[src/rtl/debounce_pkg.sv]
// Shared types and default constants for the push-button debouncer.
package debounce_pkg;

  typedef enum logic [1:0] {
    ST_LOW       = 2'd0,
    ST_WAIT_HIGH = 2'd1,
    ST_HIGH      = 2'd2,
    ST_WAIT_LOW  = 2'd3
  } db_state_t;

  localparam int DB_SYNC_STAGES_DEF   = 2;
  localparam int DB_STABLE_CYCLES_DEF = 4;

endpackage

[src/rtl/sync_ff.sv]
// N-stage single-bit synchronizer for asynchronous inputs, with a synchronous
// active-low reset that loads a configurable level into every stage.
module sync_ff #(
  parameter int   STAGES    = 2,
  parameter logic RESET_VAL = 1'b0
) (
  input  logic clk,
  input  logic n_reset,
  input  logic d,
  output logic q
);

  logic [STAGES-1:0] stages;

  always_ff @(posedge clk) begin
    if (!n_reset) begin
      stages <= {STAGES{RESET_VAL}};
    end else begin
      stages <= {stages[STAGES-2:0], d};
    end
  end

  assign q = stages[STAGES-1];

endmodule

[src/rtl/button_debouncer.sv]
// Synchronizes a bouncing button level and only changes the registered `up`
// output after STABLE_CYCLES consecutive samples at the new level.
module button_debouncer
  import debounce_pkg::*;
#(
  parameter int   SYNC_STAGES   = DB_SYNC_STAGES_DEF,
  parameter int   STABLE_CYCLES = DB_STABLE_CYCLES_DEF,
  parameter logic RESET_LEVEL   = 1'b1
) (
  input  logic clk,
  input  logic n_reset,
  input  logic btn_raw,
  output logic up,
  output logic rise_pulse,
  output logic fall_pulse
);

  localparam int              CNT_W       = $clog2(STABLE_CYCLES + 1);
  localparam logic [CNT_W-1:0] CNT_ONE    = CNT_W'(1);
  localparam logic [CNT_W-1:0] CNT_LAST   = CNT_W'(STABLE_CYCLES - 1);
  localparam logic [CNT_W-1:0] CNT_MAX    = '1;
  localparam db_state_t       RESET_STATE = RESET_LEVEL ? ST_HIGH : ST_LOW;
  localparam bit              SKIP_WAIT   = (STABLE_CYCLES == 1);

  logic             btn_sync;
  db_state_t        state;
  db_state_t        state_d;
  logic [CNT_W-1:0] stab_cnt;
  logic [CNT_W-1:0] cnt_d;
  logic             up_d;
  logic             rise_d;
  logic             fall_d;

  sync_ff #(
    .STAGES    (SYNC_STAGES),
    .RESET_VAL (RESET_LEVEL)
  ) u_sync (
    .clk     (clk),
    .n_reset (n_reset),
    .d       (btn_raw),
    .q       (btn_sync)
  );

  always_ff @(posedge clk) begin
    if (!n_reset) begin
      state      <= RESET_STATE;
      stab_cnt   <= '0;
      up         <= RESET_LEVEL;
      rise_pulse <= 1'b0;
      fall_pulse <= 1'b0;
    end else begin
      state      <= state_d;
      stab_cnt   <= cnt_d;
      up         <= up_d;
      rise_pulse <= rise_d;
      fall_pulse <= fall_d;
    end
  end

  always_comb begin
    state_d = state;
    cnt_d   = stab_cnt;
    unique case (state)
      ST_LOW: begin
        if (btn_sync) begin
          state_d = SKIP_WAIT ? ST_HIGH : ST_WAIT_HIGH;
          cnt_d   = SKIP_WAIT ? '0 : CNT_ONE;
        end
      end
      ST_HIGH: begin
        if (!btn_sync) begin
          state_d = SKIP_WAIT ? ST_LOW : ST_WAIT_LOW;
          cnt_d   = SKIP_WAIT ? '0 : CNT_ONE;
        end
      end
      ST_WAIT_HIGH: begin
        if (!btn_sync) begin
          // Level fell back before qualifying: treat it as a glitch.
          state_d = ST_LOW;
          cnt_d   = '0;
        end else if (stab_cnt == CNT_LAST) begin
          state_d = ST_HIGH;
          cnt_d   = '0;
        end else if (stab_cnt != CNT_MAX) begin
          cnt_d = stab_cnt + CNT_ONE;
        end
      end
      ST_WAIT_LOW: begin
        if (btn_sync) begin
          state_d = ST_HIGH;
          cnt_d   = '0;
        end else if (stab_cnt == CNT_LAST) begin
          state_d = ST_LOW;
          cnt_d   = '0;
        end else if (stab_cnt != CNT_MAX) begin
          cnt_d = stab_cnt + CNT_ONE;
        end
      end
      default: begin
        state_d = RESET_STATE;
        cnt_d   = '0;
      end
    endcase
  end

  // Pulses are derived from the next level so they land on the same edge as `up`.
  always_comb begin
    up_d   = (state_d == ST_HIGH) || (state_d == ST_WAIT_LOW);
    rise_d = up_d & ~up;
    fall_d = ~up_d & up;
  end

endmodule

[config.mk]
export PLATFORM = sky130hd
export DESIGN_NAME = button_debouncer
export DESIGN_NICKNAME = d
export VERILOG_FILES = /design/src/rtl/debounce_pkg.sv /design/src/rtl/sync_ff.sv /design/src/rtl/button_debouncer.sv
export SDC_FILE = /design/constraint.sdc
export NUM_CORES = 1
export LEC_CHECK = 0
export CAP_MARGIN = 15
export CORE_AREA = 2 2 39 41
export DETAILED_ROUTE_END_ITERATION = 10
export DIE_AREA = 0 0 41 43
export GPL_TIMING_DRIVEN = 0
export PLACE_DENSITY = 0.48
export SETUP_SLACK_MARGIN = 0.2
export SYNTH_ARGS = -nofsm -noshare
export SYNTH_HDL_FRONTEND = slang
export SYNTH_HIERARCHICAL = 1
export SYNTH_SLANG_ARGS = --single-unit
export TNS_END_PERCENT = 100
[constraint.sdc]
create_clock -name clk -period 1.2 [get_ports clk]
set_clock_uncertainty 0.1 [all_clocks]
set_input_delay 0.36 -clock clk [delete_from_list [all_inputs] [get_ports clk]]
set_output_delay 0.36 -clock clk [all_outputs]
set_load 0.005 [all_outputs]
==> impl_metrics.py, run 1 <==
metrics = {
    "logic_synthesis": {
        "ys_seq_area_share_pct": 51.8,
        "synth_top_area_share_pct": 51.8,
        "async_flop_share_pct": 0,
        "synth-compound-area-share_pct": 7.55,
        "synth_edf_count": 0,
        "avgSynthCellArea_um2": 10.9,
        "synth-seq-cells": 9,
        "synth-xor-area-share_pct": 7.19,
        "yosysWarnings": 6,
        "syn_area_um2": 348,
        "synth_area_leaders": "dfxtp_1 52%, nand3b_1 6.5%, xor2_2 4.7%, nor3b_1 4.3%, a31oi_1 3.6%",
        "syn_nets": 36,
        "synth_top_family_by_area": "simple AND/OR/NAND/NOR gates",
        "syn_inst": 32,
        "synthMuxAreaShare_pct": 2.88,
        "yosys.area.top_type": "dfxtp_1",
        "yosysUniqueCellTypes": 17,
        "synthSimpleGateAreaFrac_pct": 27.0,
        "synthFlopType": "dfxtp_1",
        "synth_fa_ha_area_share_pct": 3.60,
    },
    "global_route": {
        "grt_antenna_before_repair": 0,
        "grt_use_total_pct": 10.4,
        "grt_max_degree": 10,
        "grt_pass1_wl_um": 1100,
        "grt_pass1_vias": 247,
        "overflow": 0,
    },
    "floorplan": {
        "dieArea_um2": 1760,
        "fp-row-count": 14,
        "start_util_pct": 25.1,
        "pin_count": 6,
        "core_um2": 1380,
        "die_x_um": 41,
        "die_h_um": 43,
    },
    "critical_path": {
        "path_max_fanout": 4,
        "end_kind": "register",
        "rr_worst_depth": 4,
        "required_ps": 1240,
        "critical_path_class": "reg -> reg",
        "worstPathArrival_ps": 1240,
        "cp-start-kind": "register",
        "r2r-start": "stab_cnt[0]$_SDFFE_PN0P_",
        "cp-startpoint": "stab_cnt[0]$_SDFFE_PN0P_",
    },
    "placed_design": {
        "io_buffers": 5,
        "globalplace.congestion": 0.728,
        "dp_hpwl_um": 413,
        "dp_cells": 53,
    },
    "worst_hold_path": {
        "hold_path.class": "reg -> reg",
        "holdCritStartpoint": "u_sync/stages[0]$_SDFF_PN1_",
        "hold_depth": 1,
    },
    "sta": {
        "tightest_slew_ps": 320,
        "fin_crit_ps": 1200,
        "setup_viol": 0,
        "maxSlewHeadroom_pct": 78.7,
        "finalCritPeriodShare_pct": 99.8,
        "hold_violations": 0,
        "max_freq_ghz": 0.835,
        "rsz0062_at_grt": "true",
        "hold_ws_ps": 307,
        "drv_slew": 0,
    },
    "run": {
        "maxCapViolCount": 0,
    },
    "clocking": {
        "clk_pin_slew_ps": 70,
        "ctsHtreeMaxLevel": 1,
        "cts_hold_buffers": 0,
        "cts_buffers": 3,
        "cts_sinks": 9,
        "cts_tree": "built",
        "clockBufferDepth": 2,
        "root_buffer": "clkbuf_4",
        "clk_latency_ps": 260,
    },
    "detailed_routing": {
        "drtIter0Drc": 11,
        "postRouteAntennaNets": 0,
        "routed_via_density": 4.80,
        "drcViolationCount": 0,
        "firstDrtPassIters": 4,
        "avgRoutedWirePerCell_um": 11.8,
        "via_count": 288,
        "drt-total-wl_um": 705,
    },
    "cells_and_area": {
        "final_cells": 60,
        "nFillCells": 141,
        "layout_commonest_cell": "dfxtp_1",
        "diodes": 0,
        "fin_nets": 49,
        "area_delta_synth_final_pct": 52.5,
        "final_cell_mix": "4 x dfxtp_1, 3 x nand3b_1, 3 x clkbuf_4, 3 x dfxtp_2",
        "drive_gt1_share_pct": 50.0,
    },
    "power_and_ir_drop": {
        "p_leak_nw": 0.191,
        "powerDensity_nw_per_um2": 1090,
        "max-vdd-ir-drop_v": 0.000412,
    },
    "run_status": {
        "status": "complete, no violations",
    },
}
synth_stat cells (all sizes together), types with 2 or more instances:
library cell  instances
dfxtp                 9
nor3b                 2
a31oi                 2
xor2                  2
nand3                 2
nand3b                3
nand2b                2
nand2                 2
area by class of cell:
class | instances | area (um^2) | share of cell area [%]
multi-input cells | 23 | 225 | 42.5
well taps | 16 | 20.0 | 3.77
repair buffers | 8 | 67.6 | 12.7
flip-flops and latches | 9 | 191 | 36.1
clock buffers | 4 | 26.3 | 4.95
flip-flops by register name (all words and copies together) (netlist names):
name           count
state              2
stab_cnt           3
u_sync/stages      2
rise_pulse         1
fall_pulse         1
worst max-delay path, cell delays in order, from the launching register on:
cell and delay (ps):
dfxtp_4 360, ha_4 230, nor2b_4 120, a31oi_2 160
o22ai_2 110
path summary, 6_finish.rpt:
path                                                     to  slack (ps)
worst max-delay path               stab_cnt[1]$_SDFFE_PN0P_           2
worst min register to register  u_sync/stages[1]$_SDFF_PN1_         310
worst min-delay path            u_sync/stages[1]$_SDFF_PN1_         310
worst max register to register     stab_cnt[1]$_SDFFE_PN0P_           2
stage by stage:
step | total power [mW] | setup TNS, ps | area, um^2 | setup WS (ps) | util, %
2_1_floorplan | 0.332 | 0 | 377 | 120 | -
3_3_place_gp | 0.344 | -2020 | 447 | -342 | 32.3
3_5_place_dp | 0.344 | -2240 | 447 | -389 | 32.3
4_1_cts | 0.577 | 0 | 487 | 31.2 | 35.2
5_1_grt | 0.617 | -42.5 | 531 | -17.9 | 38.3
6_report | 0.576 | 0 | 531 | 2.25 | 38.3
power breakdown:
part | leakage, nW | switching [mW] | internal [mW]
clock | 0.0150 | 0.108 | 0.128
combinational | 0.102 | 0.0123 | 0.0181
sequential | 0.0745 | 0.00776 | 0.302
kinds of logic (layout without fill, tap and decap cells):
kind of cell / count (synthesis) / after routing
AOI/OAI and AO/OA: 4 / 4
xor gates and xnor gates: 2 / 2
adders and majority gates: 1 / 1
buffers and inverters: 0 / 12
DFF: 9 / 9
muxes: 1 / 1
and+or+nand+nor: 15 / 15
layer usage:
metal  share of wire (%)  track usage (%)
met3                 5.8             7.85
met4                 1.7             8.00
met2                  49             12.2
met1                  43             12.1
met5                   0                0
what timing repair did:
action,CTS,global route
setup buffers,2,1
setup endpoints to repair,12,10
pin swaps,1,2
gates resized for setup,17,8
No activity file was read; power rests on OpenSTA's default activity.
==> inputs of run 2 (changes only) <==
Settings changed: SKIP_LAST_GASP set to 1.
==> results of run 2 <==
No change in the layout: final DEF, timing and power equal those of run 1.
==> inputs of run 3 (changes only) <==
Settings changed: ABC_AREA set to 1, PLACE_DENSITY 0.48 to 0.51, SETUP_SLACK_MARGIN 0.2 to not set.
==> impl_metrics.py, run 3 <==
metrics = {
    "floorplan": {
        "die_h_um": 43,
        "die_x_um": 41,
        "pin_count": 6,
        "start_util_pct": 27.8,
        "core_um2": 1380,
        "dieArea_um2": 1760,
        "fp-row-count": 14,
    },
    "detailed_routing": {
        "firstDrtPassIters": 3,
        "drcViolationCount": 0,
        "via_count": 329,
        "avgRoutedWirePerCell_um": 9.45,
        "met1_length_um": 318,
        "wl_met3_um": 30,
        "routed_via_density": 4.33,
        "postRouteAntennaNets": 0,
        "drtIter0Drc": 4,
        "wl_met2_um": 353,
        "drt-total-wl_um": 718,
        "highest_layer": "met4",
    },
    "clocking": {
        "root_buffer": "clkbuf_4",
        "cts_tree": "built",
        "clk_latency_ps": 260,
        "clockBufferDepth": 2,
        "ctsHtreeMaxLevel": 1,
        "clk_pin_slew_ps": 60,
        "cts_buffers": 3,
        "cts_sinks": 9,
    },
    "sta": {
        "hold_violations": 0,
        "max_freq_ghz": 0.864,
        "layout_setup_ws_ps": 42.3,
        "fin_crit_ps": 1160,
        "finalCritPeriodShare_pct": 96.5,
        "hold_ws_ps": 309,
        "drv_slew": 0,
        "tightest_slew_ps": 216,
        "maxSlewHeadroom_pct": 85.6,
        "setup_viol": 0,
        "finalSetupTns_ps": 0,
    },
    "critical_path": {
        "crit_family": "flip-flops",
        "cp-start-kind": "register",
        "cpMaxStageDelayCell": "dfxtp_2",
        "cp.buffers_inverters": 1,
        "cp_slowest_stage_delay_ps": 320,
        "worstPathArrival_ps": 700,
        "path_max_fanout": 2,
        "required_ps": 740,
        "critical_path_class": "reg -> out",
        "end_kind": "output port",
        "crit_chain": "buf_2",
    },
    "cells_and_area": {
        "fin_util_pct": 34.5,
        "area_delta_synth_final_pct": 24.0,
        "largest_register_ff_count": 3,
        "multi_input_area_um2": 178,
        "fin_nets": 65,
        "regMostFlops": "stab_cnt",
        "stdcell_area_um2": 478,
        "final_cells": 76,
        "ff_latch_area_um2": 183,
        "diodes": 0,
        "drive_gt1_share_pct": 30.0,
        "final_cell_mix": "16 x nand2_1, 7 x dfxtp_1, 6 x inv_1, 6 x nand3_1",
        "top_regs": "stab_cnt (3), state (2), u_sync/stages (2)",
        "layout_commonest_cell": "nand2_1",
        "nFillCells": 159,
    },
    "logic_synthesis": {
        "synth_edf_count": 0,
        "avgSynthCellArea_um2": 7.71,
        "synth.top_cells.by_count": "16 x nand2_1, 9 x dfxtp_1, 6 x inv_1, 6 x nand3_1, 3 x a21oi_1",
        "ys_seq_area_share_pct": 46.8,
        "yosysMostFrequentCell": "nand2_1",
        "synth-seq-cells": 9,
        "synth_area_leaders": "dfxtp_1 47%, nand2_1 16%, nand3_1 7.8%, inv_1 5.8%, a21oi_1 3.9%",
        "yosysUniqueCellTypes": 13,
        "syn_inst": 50,
        "syn_nets": 54,
        "synthFlopType": "dfxtp_1",
        "yosysWarnings": 6,
        "synth_top_area_share_pct": 46.8,
        "async_flop_share_pct": 0,
        "yosys.area.top_type": "dfxtp_1",
        "syn_area_um2": 385,
    },
    "worst_hold_path": {
        "hold_path.class": "reg -> reg",
    },
    "placed_design": {
        "io_buffers": 5,
        "dp_cells": 71,
        "placed_cell_area_um2": 455,
        "globalplace.congestion": 0.689,
        "place_ws_ps": -302,
        "dp_hpwl_um": 517,
    },
    "power_and_ir_drop": {
        "clockPowerShare_pct": 40.3,
        "combPwrFrac_pct": 5.2,
        "switchingPower_mw": 0.124,
        "swShare_pct": 21.9,
        "max-vdd-ir-drop_v": 0.000348,
        "p_int_mw": 0.445,
        "powerDensity_nw_per_um2": 1190,
        "p_leak_nw": 0.232,
        "finalPower_mw": 0.569,
        "pwr-share-seq_pct": 54.5,
    },
    "global_route": {
        "overflow": 0,
        "grt_pass1_vias": 286,
        "grt_max_degree": 7,
        "grt_antenna_before_repair": 0,
        "grt_use_total_pct": 10.6,
        "grt_pass1_wl_um": 1160,
    },
    "run_status": {
        "status": "complete, no violations",
    },
    "run": {
        "maxCapViolCount": 0,
    },
}
-- run 3: changes by cell type in the layout (fill, tap and decap cells not counted), sizes merged, moves of 3 or more --
cell    delta
nand2     +16
inv        +8
a21oi      +3
nand3b     -3
nand3      +4
-- run 3: what timing repair did --
action | CTS | global route
resized for setup | 14 | 2
hold buffers | 0 | 0
setup endpoints to repair | 4 | 3
buffers inserted | 1 | 0
-- run 3: final cells by class --
cell class                      instances  area share [%]
Timing Repair Buffer                    6            8.64
Sequential cell                         9            38.2
Inverter                                8            6.28
Clock buffer                            4            5.50
Tap cell                               16            4.19
Multi-Input combinational cell         33            37.2
-- run 3: path summary, 6_finish.rpt --
path | start | end | slack (ps) | cells past startpoint
hold / removal | u_sync/stages[0]$_SDFF_PN1_ | u_sync/stages[1]$_SDFF_PN1_ | 310 | 2
setup reg to reg | stab_cnt[0]$_SDFFE_PN0P_ | stab_cnt[0]$_SDFFE_PN0P_ | 90 | 6
hold reg to reg | u_sync/stages[0]$_SDFF_PN1_ | u_sync/stages[1]$_SDFF_PN1_ | 310 | 2
setup / recovery | state[1]$_SDFF_PN1_ | up | 40 | 1
-- run 3: logic make-up after synthesis --
| family | synth area share [%] |
|---|---|
| AO/OA/AOI/OAI | 7.14 |
| flip-flops | 46.8 |
| AND/OR/NAND/NOR | 35.1 |
| buffers and inverters | 7.79 |
| adder cells (fa/ha/maj) | 3.25 |
-- run 3: per-layer routing --
layer / vias to the layer above / GRT usage (%)
met5: - / 0
met4: 0 / 8.00
met3: 2 / 7.85
met2: 7 / 13.4
met1: 143 / 11.3
li1: 177 / -
-- run 3: power by group through the flow --
| stage | Combinational [mW] | Clock, mW | Sequential [mW] |
|---|---|---|---|
| CTS | 0.0295 | 0.240 | 0.310 |
| detailed placement | 0.0304 | 0 | 0.316 |
| floorplan | 0.0182 | 0 | 0.315 |
| global placement | 0.0301 | 0 | 0.316 |
| finish | 0.0295 | 0.230 | 0.310 |
| global route | 0.0336 | 0.262 | 0.311 |
